### config.mk
export PLATFORM = sky130hd
export DESIGN_NAME = spi_controller
export DESIGN_NICKNAME = d
export VERILOG_FILES = /design/src/rtl/spi_controller.sv
export SDC_FILE = /design/constraint.sdc
export NUM_CORES = 1
export LEC_CHECK = 0
export ABC_AREA = 0
export CAP_MARGIN = 20
export CELL_PAD_IN_SITES_DETAIL_PLACEMENT = 1
export CELL_PAD_IN_SITES_GLOBAL_PLACEMENT = 1
export CORE_ASPECT_RATIO = 0.7
export CORE_MARGIN = 2
export CORE_UTILIZATION = 40
export DETAILED_ROUTE_END_ITERATION = 8
export HOLD_SLACK_MARGIN = 0.03
export PLACE_DENSITY_LB_ADDON = 0.05
export SYNTH_ARGS = -nofsm -noshare
export SYNTH_HDL_FRONTEND = slang
export SYNTH_SLANG_ARGS = --single-unit
### constraint.sdc
create_clock -name clk -period 2.19 [get_ports clk]
set_clock_uncertainty 0.2 [all_clocks]
set_input_delay 0.438 -clock clk [delete_from_list [all_inputs] [get_ports clk]]
set_output_delay 0.438 -clock clk [all_outputs]
set_load 0.05 [all_outputs]
### src/rtl/spi_controller.sv
// spi_controller: SPI mode-0 initiator for the 16-bit register-write link.
// A single-cycle start strobe captures {rw, addr, wdata}. The controller
// then shifts the frame out MSB-first on copi under an active-low ncs, and
// collects cipo into a receive register that feeds rdata at frame completion.
//
// Ports:
//   clk, rst_n           system clock, asynchronous active-low reset
//   start                request strobe, accepted only while busy is low
//   rw, addr, wdata      frame fields: bit 15, bits 14:8, bits 7:0
//   busy                 high from the cycle after acceptance until back in IDLE
//   done                 one-cycle pulse in the first ncs-high cycle after a frame
//   rdata                cipo bits captured during frame bits 7:0
//   sclk, copi, ncs      SPI controller outputs (sclk idles low, ncs idles high)
//   cipo                 SPI peripheral output, sampled on sclk rising
module spi_controller #(
  parameter int unsigned CLK_DIV  = 4,
  parameter int unsigned CS_SETUP = 2,
  parameter int unsigned CS_HOLD  = 2,
  parameter int unsigned CS_IDLE  = 2
) (
  input  logic       clk,
  input  logic       rst_n,
  input  logic       start,
  input  logic       rw,
  input  logic [6:0] addr,
  input  logic [7:0] wdata,
  output logic       busy,
  output logic       done,
  output logic [7:0] rdata,
  output logic       sclk,
  output logic       copi,
  output logic       ncs,
  input  logic       cipo
);

  localparam int unsigned FRAME_W   = 16;
  localparam int unsigned DATA_W    = 8;
  localparam int unsigned BIT_CNT_W = 5;

  // One shared phase counter covers the longest timed interval.
  localparam int unsigned MAX_A   = (CLK_DIV > CS_SETUP) ? CLK_DIV : CS_SETUP;
  localparam int unsigned MAX_B   = (CS_HOLD > CS_IDLE) ? CS_HOLD : CS_IDLE;
  localparam int unsigned CNT_MAX = (MAX_A > MAX_B) ? MAX_A : MAX_B;
  localparam int unsigned CNT_W   = (CNT_MAX > 1) ? $clog2(CNT_MAX) : 1;

  localparam logic [CNT_W-1:0]     DIV_LAST   = CNT_W'(CLK_DIV - 1);
  localparam logic [CNT_W-1:0]     SETUP_LAST = CNT_W'(CS_SETUP - 1);
  localparam logic [CNT_W-1:0]     HOLD_LAST  = CNT_W'(CS_HOLD - 1);
  localparam logic [CNT_W-1:0]     IDLE_LAST  = CNT_W'(CS_IDLE - 1);
  localparam logic [BIT_CNT_W-1:0] LAST_BIT   = BIT_CNT_W'(FRAME_W - 1);

  typedef enum logic [2:0] {
    ST_IDLE,
    ST_SETUP,
    ST_SHIFT,
    ST_HOLD,
    ST_GAP
  } state_e;

  state_e               state_q, state_d;
  logic [CNT_W-1:0]     cnt_q, cnt_d;
  logic [BIT_CNT_W-1:0] bit_cnt_q, bit_cnt_d;
  logic                 phase_q, phase_d;
  logic [FRAME_W-1:0]   tx_q, tx_d;
  logic [FRAME_W-1:0]   rx_q, rx_d;

  logic                 ncs_d;
  logic                 sclk_d;
  logic                 copi_d;
  logic                 busy_d;
  logic                 done_d;
  logic [DATA_W-1:0]    rdata_d;

  // State and datapath registers.
  always_ff @(posedge clk or negedge rst_n) begin
    if (!rst_n) begin
      state_q   <= ST_IDLE;
      cnt_q     <= '0;
      bit_cnt_q <= '0;
      phase_q   <= 1'b0;
      tx_q      <= '0;
      rx_q      <= '0;
    end else begin
      state_q   <= state_d;
      cnt_q     <= cnt_d;
      bit_cnt_q <= bit_cnt_d;
      phase_q   <= phase_d;
      tx_q      <= tx_d;
      rx_q      <= rx_d;
    end
  end

  // Next-state logic: phase timing, bit counting, shift registers.
  always_comb begin
    state_d   = state_q;
    cnt_d     = cnt_q;
    bit_cnt_d = bit_cnt_q;
    phase_d   = phase_q;
    tx_d      = tx_q;
    rx_d      = rx_q;

    case (state_q)
      ST_IDLE: begin
        if (start) begin
          state_d = ST_SETUP;
          cnt_d   = '0;
          tx_d    = {rw, addr, wdata};
        end
      end

      ST_SETUP: begin
        if (cnt_q == SETUP_LAST) begin
          state_d   = ST_SHIFT;
          cnt_d     = '0;
          bit_cnt_d = '0;
          phase_d   = 1'b0;
        end else begin
          cnt_d = cnt_q + CNT_W'(1);
        end
      end

      ST_SHIFT: begin
        if (cnt_q == DIV_LAST) begin
          cnt_d = '0;
          if (!phase_q) begin
            // sclk rising: capture the peripheral's current bit.
            phase_d = 1'b1;
            rx_d    = {rx_q[FRAME_W-2:0], cipo};
          end else begin
            // sclk falling: advance copi unless the last bit just completed.
            phase_d = 1'b0;
            if (bit_cnt_q == LAST_BIT) begin
              state_d   = ST_HOLD;
              bit_cnt_d = '0;
            end else begin
              bit_cnt_d = bit_cnt_q + BIT_CNT_W'(1);
              tx_d      = {tx_q[FRAME_W-2:0], 1'b0};
            end
          end
        end else begin
          cnt_d = cnt_q + CNT_W'(1);
        end
      end

      ST_HOLD: begin
        if (cnt_q == HOLD_LAST) begin
          state_d = ST_GAP;
          cnt_d   = '0;
        end else begin
          cnt_d = cnt_q + CNT_W'(1);
        end
      end

      ST_GAP: begin
        if (cnt_q == IDLE_LAST) begin
          state_d = ST_IDLE;
          cnt_d   = '0;
        end else begin
          cnt_d = cnt_q + CNT_W'(1);
        end
      end

      default: begin
        state_d = ST_IDLE;
        cnt_d   = '0;
      end
    endcase
  end

  // Output logic: next values of the output flops, derived from the next
  // state so each registered output lines up with its state cycle.
  always_comb begin
    ncs_d   = 1'b1;
    sclk_d  = 1'b0;
    copi_d  = 1'b0;
    busy_d  = 1'b0;
    done_d  = 1'b0;
    rdata_d = rdata;

    busy_d = (state_d != ST_IDLE);

    if ((state_d == ST_SETUP) || (state_d == ST_SHIFT) || (state_d == ST_HOLD)) begin
      ncs_d  = 1'b0;
      copi_d = tx_d[FRAME_W-1];
    end

    if (state_d == ST_SHIFT) begin
      sclk_d = phase_d;
    end

    // Completion is the HOLD->GAP step; an aborted frame never reaches it.
    if ((state_q == ST_HOLD) && (state_d == ST_GAP)) begin
      done_d  = 1'b1;
      rdata_d = rx_q[DATA_W-1:0];
    end
  end

  // Output registers: every SPI and status output comes straight from a flop.
  always_ff @(posedge clk or negedge rst_n) begin
    if (!rst_n) begin
      ncs   <= 1'b1;
      sclk  <= 1'b0;
      copi  <= 1'b0;
      busy  <= 1'b0;
      done  <= 1'b0;
      rdata <= '0;
    end else begin
      ncs   <= ncs_d;
      sclk  <= sclk_d;
      copi  <= copi_d;
      busy  <= busy_d;
      done  <= done_d;
      rdata <= rdata_d;
    end
  end

endmodule
==> flow_summary.ini <==
[sta]
timing_hold_violations_final = 0
max_slew_margin_pct = 62.03
period_share_pct = 96.47
maxClockFrequency_mhz = 473.3
timing.final.crit_period_ps = 2113
rsz0062_at_grt = no
fin_ws_ps = 77.23
worst_max_slew_pin_slew_ps = 569.6
final_max_slew_viol_count = 0
setup_viol = 0

[logic_synthesis]
synthDominantCellAreaShare_pct = 54.30
yosysUniqueCellTypes = 43
synth.yosys.seq_area_share_pct = 55.52
syn-cell-area_sq_mm = 0.002166
ys.warnings.count = 0
synth_top_cells_by_area = sky130_fd_sc_hd__dfrtp_1 (54%), sky130_fd_sc_hd__a22o_1 (6.1%), sky130_fd_sc_hd__nand2_1 (5.9%), sky130_fd_sc_hd__a21o_1 (5.5%), sky130_fd_sc_hd__mux2_2 (4.7%)
proportion_of_register_bits_with_asynchronous_set_or_reset_after_synthesis_pct = 100.0
cell_with_the_most_instances_after_synthesis = sky130_fd_sc_hd__dfrtp_1
synthesis.instances = 194
synth.cells.most_frequent = sky130_fd_sc_hd__dfrtp_1 (47), sky130_fd_sc_hd__nand2_1 (34), sky130_fd_sc_hd__a21o_1 (16), sky130_fd_sc_hd__a22o_1 (15), sky130_fd_sc_hd__mux2_2 (9)
synthFlopType = sky130_fd_sc_hd__dfrtp_1
synth_enable_flop_cells = 0
synth_nets = 219
postSynthRegisterBits = 48
synth_top_area_cell = sky130_fd_sc_hd__dfrtp_1
post_synth.cell_area_avg_sq_um = 11.16

[global_routing]
grt_start_max_net_pins = 30
first_global_vias = 1844
grt_pass1_wl_microns = 9204
grt-ovfl-total = 0
antenna_found_initial = 0
globalRouteTotalUtil_pct = 19.90

[layout]
finalNetCount = 266
fill_cells = 576
stdcell_area_sq_mm = 0.002758
fin_util_pct = 52.73
drive_above_1_share_pct = 17.77
area.growth.synth_to_final_pct = 27.33
antenna_cells = 0

[detailed_routing]
drtIter0Drc = 51
detail-route-antenna-nets = 0
postRouteWirelength_microns = 5376
route.detailed.wl_per_inst_microns = 17.12
detail_route.first_pass.iterations = 4
drt-vias-per-instance = 5.334
drt_drc = 0
vias = 1675

[clocking]
clock_latency_ps = 300
cts.root.buffer_cell = sky130_fd_sc_hd__clkbuf_8
tritoncts_num_sinks = 48
h-tree-depth = 2
max-clock-path-buffers = 2
clkTransAtPathRegs_ps = 90
clock_buffer_count_from_cts = 5
cts_tree = built

[critical_path]
worst_path_required_time_ps = 1550
crit_path_cell_trace = clkdlybuf4s50_1
crit_fanout = 2
critPathKind = reg2out
critical_path.endpoint_type = primary output
timing.critical_path.from_type = flop
worst_path_dominant_cell_family = buffers and inverters
crit_slowest_cell = sky130_fd_sc_hd__clkdlybuf4s50_1
arrival_ps = 1470
cpPeakStageDelay_ps = 810
worstPathBufferInverterCount = 1

[outcome]
run_status = completed

[placement]
place_area_sq_mm = 0.002635
hpwlAfterDp_microns = 3997
count_of_port_buffers_added_during_placement = 32
pre_cts_ws_ps = -459.3
finalWeightedCongestion = 0.8028

[flow_run]
drv_cap = 0

[die]
die_extent_in_x_microns = 91.95
die_height_microns = 65.57
initial_utilization_pct = 41.41
io_pins = 33
std_cell_rows = 22
die_area_sq_mm = 0.006029
design.core.area_sq_mm = 0.005230

[pwr]
power.density_cell_area_mw_per_mm2 = 558.8
static-leakage-power_uw = 0.001352
p_total_uw = 1541
power.ir.vdd_worst_uv = 339.7

[worst_hold_path]
hp-class = reg2reg
[final cells by class]
type / instances / area [sq um] / share of cell area [%]
multi-input combinational: 133 / 910.9 / 33.03
tap: 72 / 90.09 / 3.267
clock inverter: 1 / 8.758 / 0.3176
timing repair buffer: 48 / 440.4 / 15.97
clock buffer: 7 / 86.33 / 3.131
sequential: 48 / 1202 / 43.60
inverter: 5 / 18.77 / 0.6806
[state kept, by name (all words and copies together) (netlist names)]
register / count
ncs: 1
rx_q: 8
state_q: 3
phase_q: 1
copi: 1
bit_cnt_q: 5
sclk: 1
busy: 1
rdata: 8
cnt_q: 2
done: 1
tx_q: 16
[final timing paths]
path                       slack (ps)        to  depth (start not counted)       start
min                               280   tx_q[8]                          1     tx_q[8]
max reg2reg                       120      copi                          5  state_q[1]
min in group asynchronous         410      sclk                          2       rst_n
max in group asynchronous         860  cnt_q[1]                          3       rst_n
min reg2reg                       280   tx_q[8]                          1     tx_q[8]
max                                80  rdata[0]                          1    rdata[0]
[kinds of logic (layout without fill, tap and decap cells)]
logic type               Yosys count  count (layout)  synth area share, %
multiplexers                      10              10                5.142
XOR/XNOR                           1               1               0.4045
AND/OR/NAND/NOR                   66              66                15.94
buffers and inverters             13              61                2.888
adder cells (fa/ha/maj)            5               5                2.889
flip-flops                        48              48                55.52
AO/OA/AOI/OAI                     51              51                17.22
[per-stage QoR]
step	setup TNS (ps)	hold WS [ps]	instances
global route	0	289.2	314
CTS	0	288.5	313
floorplan	0	-57.59	194
detailed placement	-6209	224.7	304
finish	0	283.2	314
global placement	-4653	203.5	304
[power by group]
group	internal [uW]	leakage, uW	switching [uW]	total [uW]
logic	49.0	0.000698	34.4	83.4
clock network	259	0.0000484	287	546
registers	901	0.000606	10.4	912
[what timing repair did]
item	in CTS	in global routing
endpoints found under the hold margin	18	0
hold buffers	1	0
pin swaps	0	1
setup buffers	0	1
resized for setup	1	1
setup endpoints to repair	14	10
gates cloned	0	0
[placed cells by master (no fill, tap or decap), drive strengths merged, types with 3 or more instances in the layout]
cell type       n
mux2            9
nand3           3
a22o           15
a21oi           5
ha              5
buf            20
dfrtp          47
clkdlybuf4s50  27
inv             4
clkbuf          7
o21ai           6
nor2            7
nand2          34
a21o           16
[per-layer routing]
layer,part of all wire [%],up-vias,global-route usage [%]
li1,-,785,-
met1,48,852,25.72
met2,48,30,33.92
met3,3.3,8,4.702
met4,1.2,0,5.597
met5,0,-,0
Power figures use the tool's default switching activity.
==> RTL change (same settings) <==
Set the localparam `BIT_CNT_W` to 10 (it was 5).
--- a/src/rtl/spi_controller.sv
+++ b/src/rtl/spi_controller.sv
@@ -35,7 +35,7 @@
 
   localparam int unsigned FRAME_W   = 16;
   localparam int unsigned DATA_W    = 8;
-  localparam int unsigned BIT_CNT_W = 5;
+  localparam int unsigned BIT_CNT_W = 10;
 
   // One shared phase counter covers the longest timed interval.
   localparam int unsigned MAX_A   = (CLK_DIV > CS_SETUP) ? CLK_DIV : CS_SETUP;
Behaviour: no difference found for any inputs over 10 cycles, from zero or initial values and one cycle with rst_n low; that may be too few to reach the edited logic, so the function may still have changed.
==> RTL change against the unedited design <==
Sequential share of layout area fell by 2.6 points. Routed wire length rose by 17%. Final cell count rose by 15%. The run now ends with negative setup slack left. Design area rose by 17%. Area after synthesis rose by 13%. Sequential cell count rose by 5. Clock power rose by 9.3%. Critical path type is now reg2reg. Largest power group unchanged. Power rose by 7.5%. Sequential power rose by 8.3%. Setup slack got worse by 0.16 ns.
==> RTL change: results (changes against the unedited design) <==
GRT
  – Vias in the first global route: 1,975 (+7.1%)
  – Global-route wire length before repair: 10,300 um (+11%)
  – Largest net degree at the start of global routing: 42 (+40%)
  – Gr usage total: 0.191 (-0.00814)

Route
  – DR vias/cell: 5.54 (+3.8%)
  – Average wire per standard cell: 17.3 um (+1.1%)
  – DRT iter0 DRCs: 68 (+33%)

Power and ir drop
  – Worst vdd ir: 0.242 mV (-29%)
  – Leakage: 1.52 nW (+13%)

Timing
  – Worst slew margin: 0.577 (-0.0429)
  – Final setup TNS: -0.367 ns (-0.367 ns)
  – Setup violations, final: 15 (+15)
  – Slack of the critical path: -0.0874 ns (-0.165 ns)

Logic synthesis
  – Proportion of synthesized chip area in sequential cells: 0.543 (-0.0119)
  – Post-synthesis instance total: 224 (+15%)
  – Synth top area cells: dfrtp_1 53%, a221o_1 5.7%, nand2_1 4.9%, mux2_2 4.1%, and3_1 4.1%
  – Yosys cell types: 44 (+2.3%)
  – Most instantiated cells after synthesis: 52 x dfrtp_1, 32 x nand2_1, 16 x and3_1, 14 x a221o_1, 11 x a21oi_1

Setup path
  – Cell family with most CP delay: simple AND/OR/NAND/NOR gates
  – Critical Path Fanout Max: 3 (+1)
  – Max incr delay on CP: 0.53 ns (-0.28 ns)

Final layout
  – Biggest regs: tx_q: 16 flops, bit_cnt_q: 10 flops
  – Nets: 311 (+17%)
  – Share of layout cells above drive strength 1: 0.240 (+0.0627)

Outcome
  – Status: finished with violations
  – Failing checks: negative setup slack

Place
  – Final estimated routing congestion in global placement: 0.784 (-2.4%)

Clocking
  – Clock transition at path regs: 0.11 ns (+0.02 ns)
## RTL change: changes by cell type after synthesis, moves of 5 or more
cell and change:
clkbuf_1 +5, dfrtp_1 +5, a221o_1 +14, a22o_1 -14
and3_1 +16, a21o_1 -14, a21oi_1 +6
## RTL change: tightest hold or removal path: cells and delay by family, from the launching register on
family	cells	cell delay, ns
flops	1	0.36
simple gates	2	0.10
## RTL change: layer usage
layer | vias to the layer above | track usage | share of wire
met5 | - | 0 | 0
met1 | 994 | 0.289 | 0.52
li1 | 950 | - | -
met4 | 0 | 0.0509 | 0.011
met3 | 10 | 0.0343 | 0.038
met2 | 51 | 0.283 | 0.43
## RTL change: area by class of cell
type | count | share of cell area
clock buffers | 5 | 0.0213
clock inverters | 3 | 0.00773
inverters | 7 | 0.00812
multi-input cells | 154 | 0.342
flip-flops and latches | 53 | 0.411
well taps | 75 | 0.0290
repair buffers | 65 | 0.181
## RTL change: per-stage QoR
stage          hold slack (ns)  instance area [um2]
3_3_place_gp             0.164                 3060
6_report                 0.286                 3240
5_1_grt                  0.319                 3240
4_1_cts                  0.297                 3200
3_5_place_dp             0.162                 3060
2_1_floorplan          -0.0576                 2450
## RTL change: worst paths after layout
path	end	startpoint	cells after the start	slack, ns
max in group asynchronous	ncs	rst_n	3	0.85
hold reg to reg	rdata[0]	rdata[0]	2	0.29
setup / recovery	tx_q[15]	bit_cnt_q[7]	4	-0.09
hold / removal	rdata[0]	rdata[0]	2	0.29
setup reg to reg	tx_q[15]	bit_cnt_q[7]	4	-0.09
min in group asynchronous	bit_cnt_q[3]	rst_n	2	0.35
## RTL change: cells by family (layout without fill, tap and decap cells)
| logic type | after synthesis | after routing | share of synthesized area |
|---|---|---|---|
| buffers and inverters | 17 | 80 | 0.0266 |
| AND/OR/NAND/NOR | 90 | 90 | 0.207 |
| adder cells (fa/ha/maj) | 5 | 5 | 0.0256 |
| AO/OA/AOI/OAI | 48 | 48 | 0.148 |
| multiplexers | 9 | 9 | 0.0415 |
| XOR/XNOR | 2 | 2 | 0.00717 |
| flip-flops | 53 | 53 | 0.543 |
## RTL change: power by group through the flow
stage          sequential [mW]  combinational [mW]  clock (mW)
2_1_floorplan             1.01             0.00781           0
3_3_place_gp              1.01              0.0703           0
3_5_place_dp              1.01              0.0720           0
4_1_cts                  0.988              0.0734       0.611
5_1_grt                  0.989              0.0783       0.642
6_report                 0.988              0.0707       0.597
## RTL change: timing repair
action	in CTS	in global routing
gates resized for setup	6	7
setup endpoints to repair	20	22
hold buffers	1	0
setup buffers	1	2
hold endpoints to repair	12	0
pin swaps	1	1
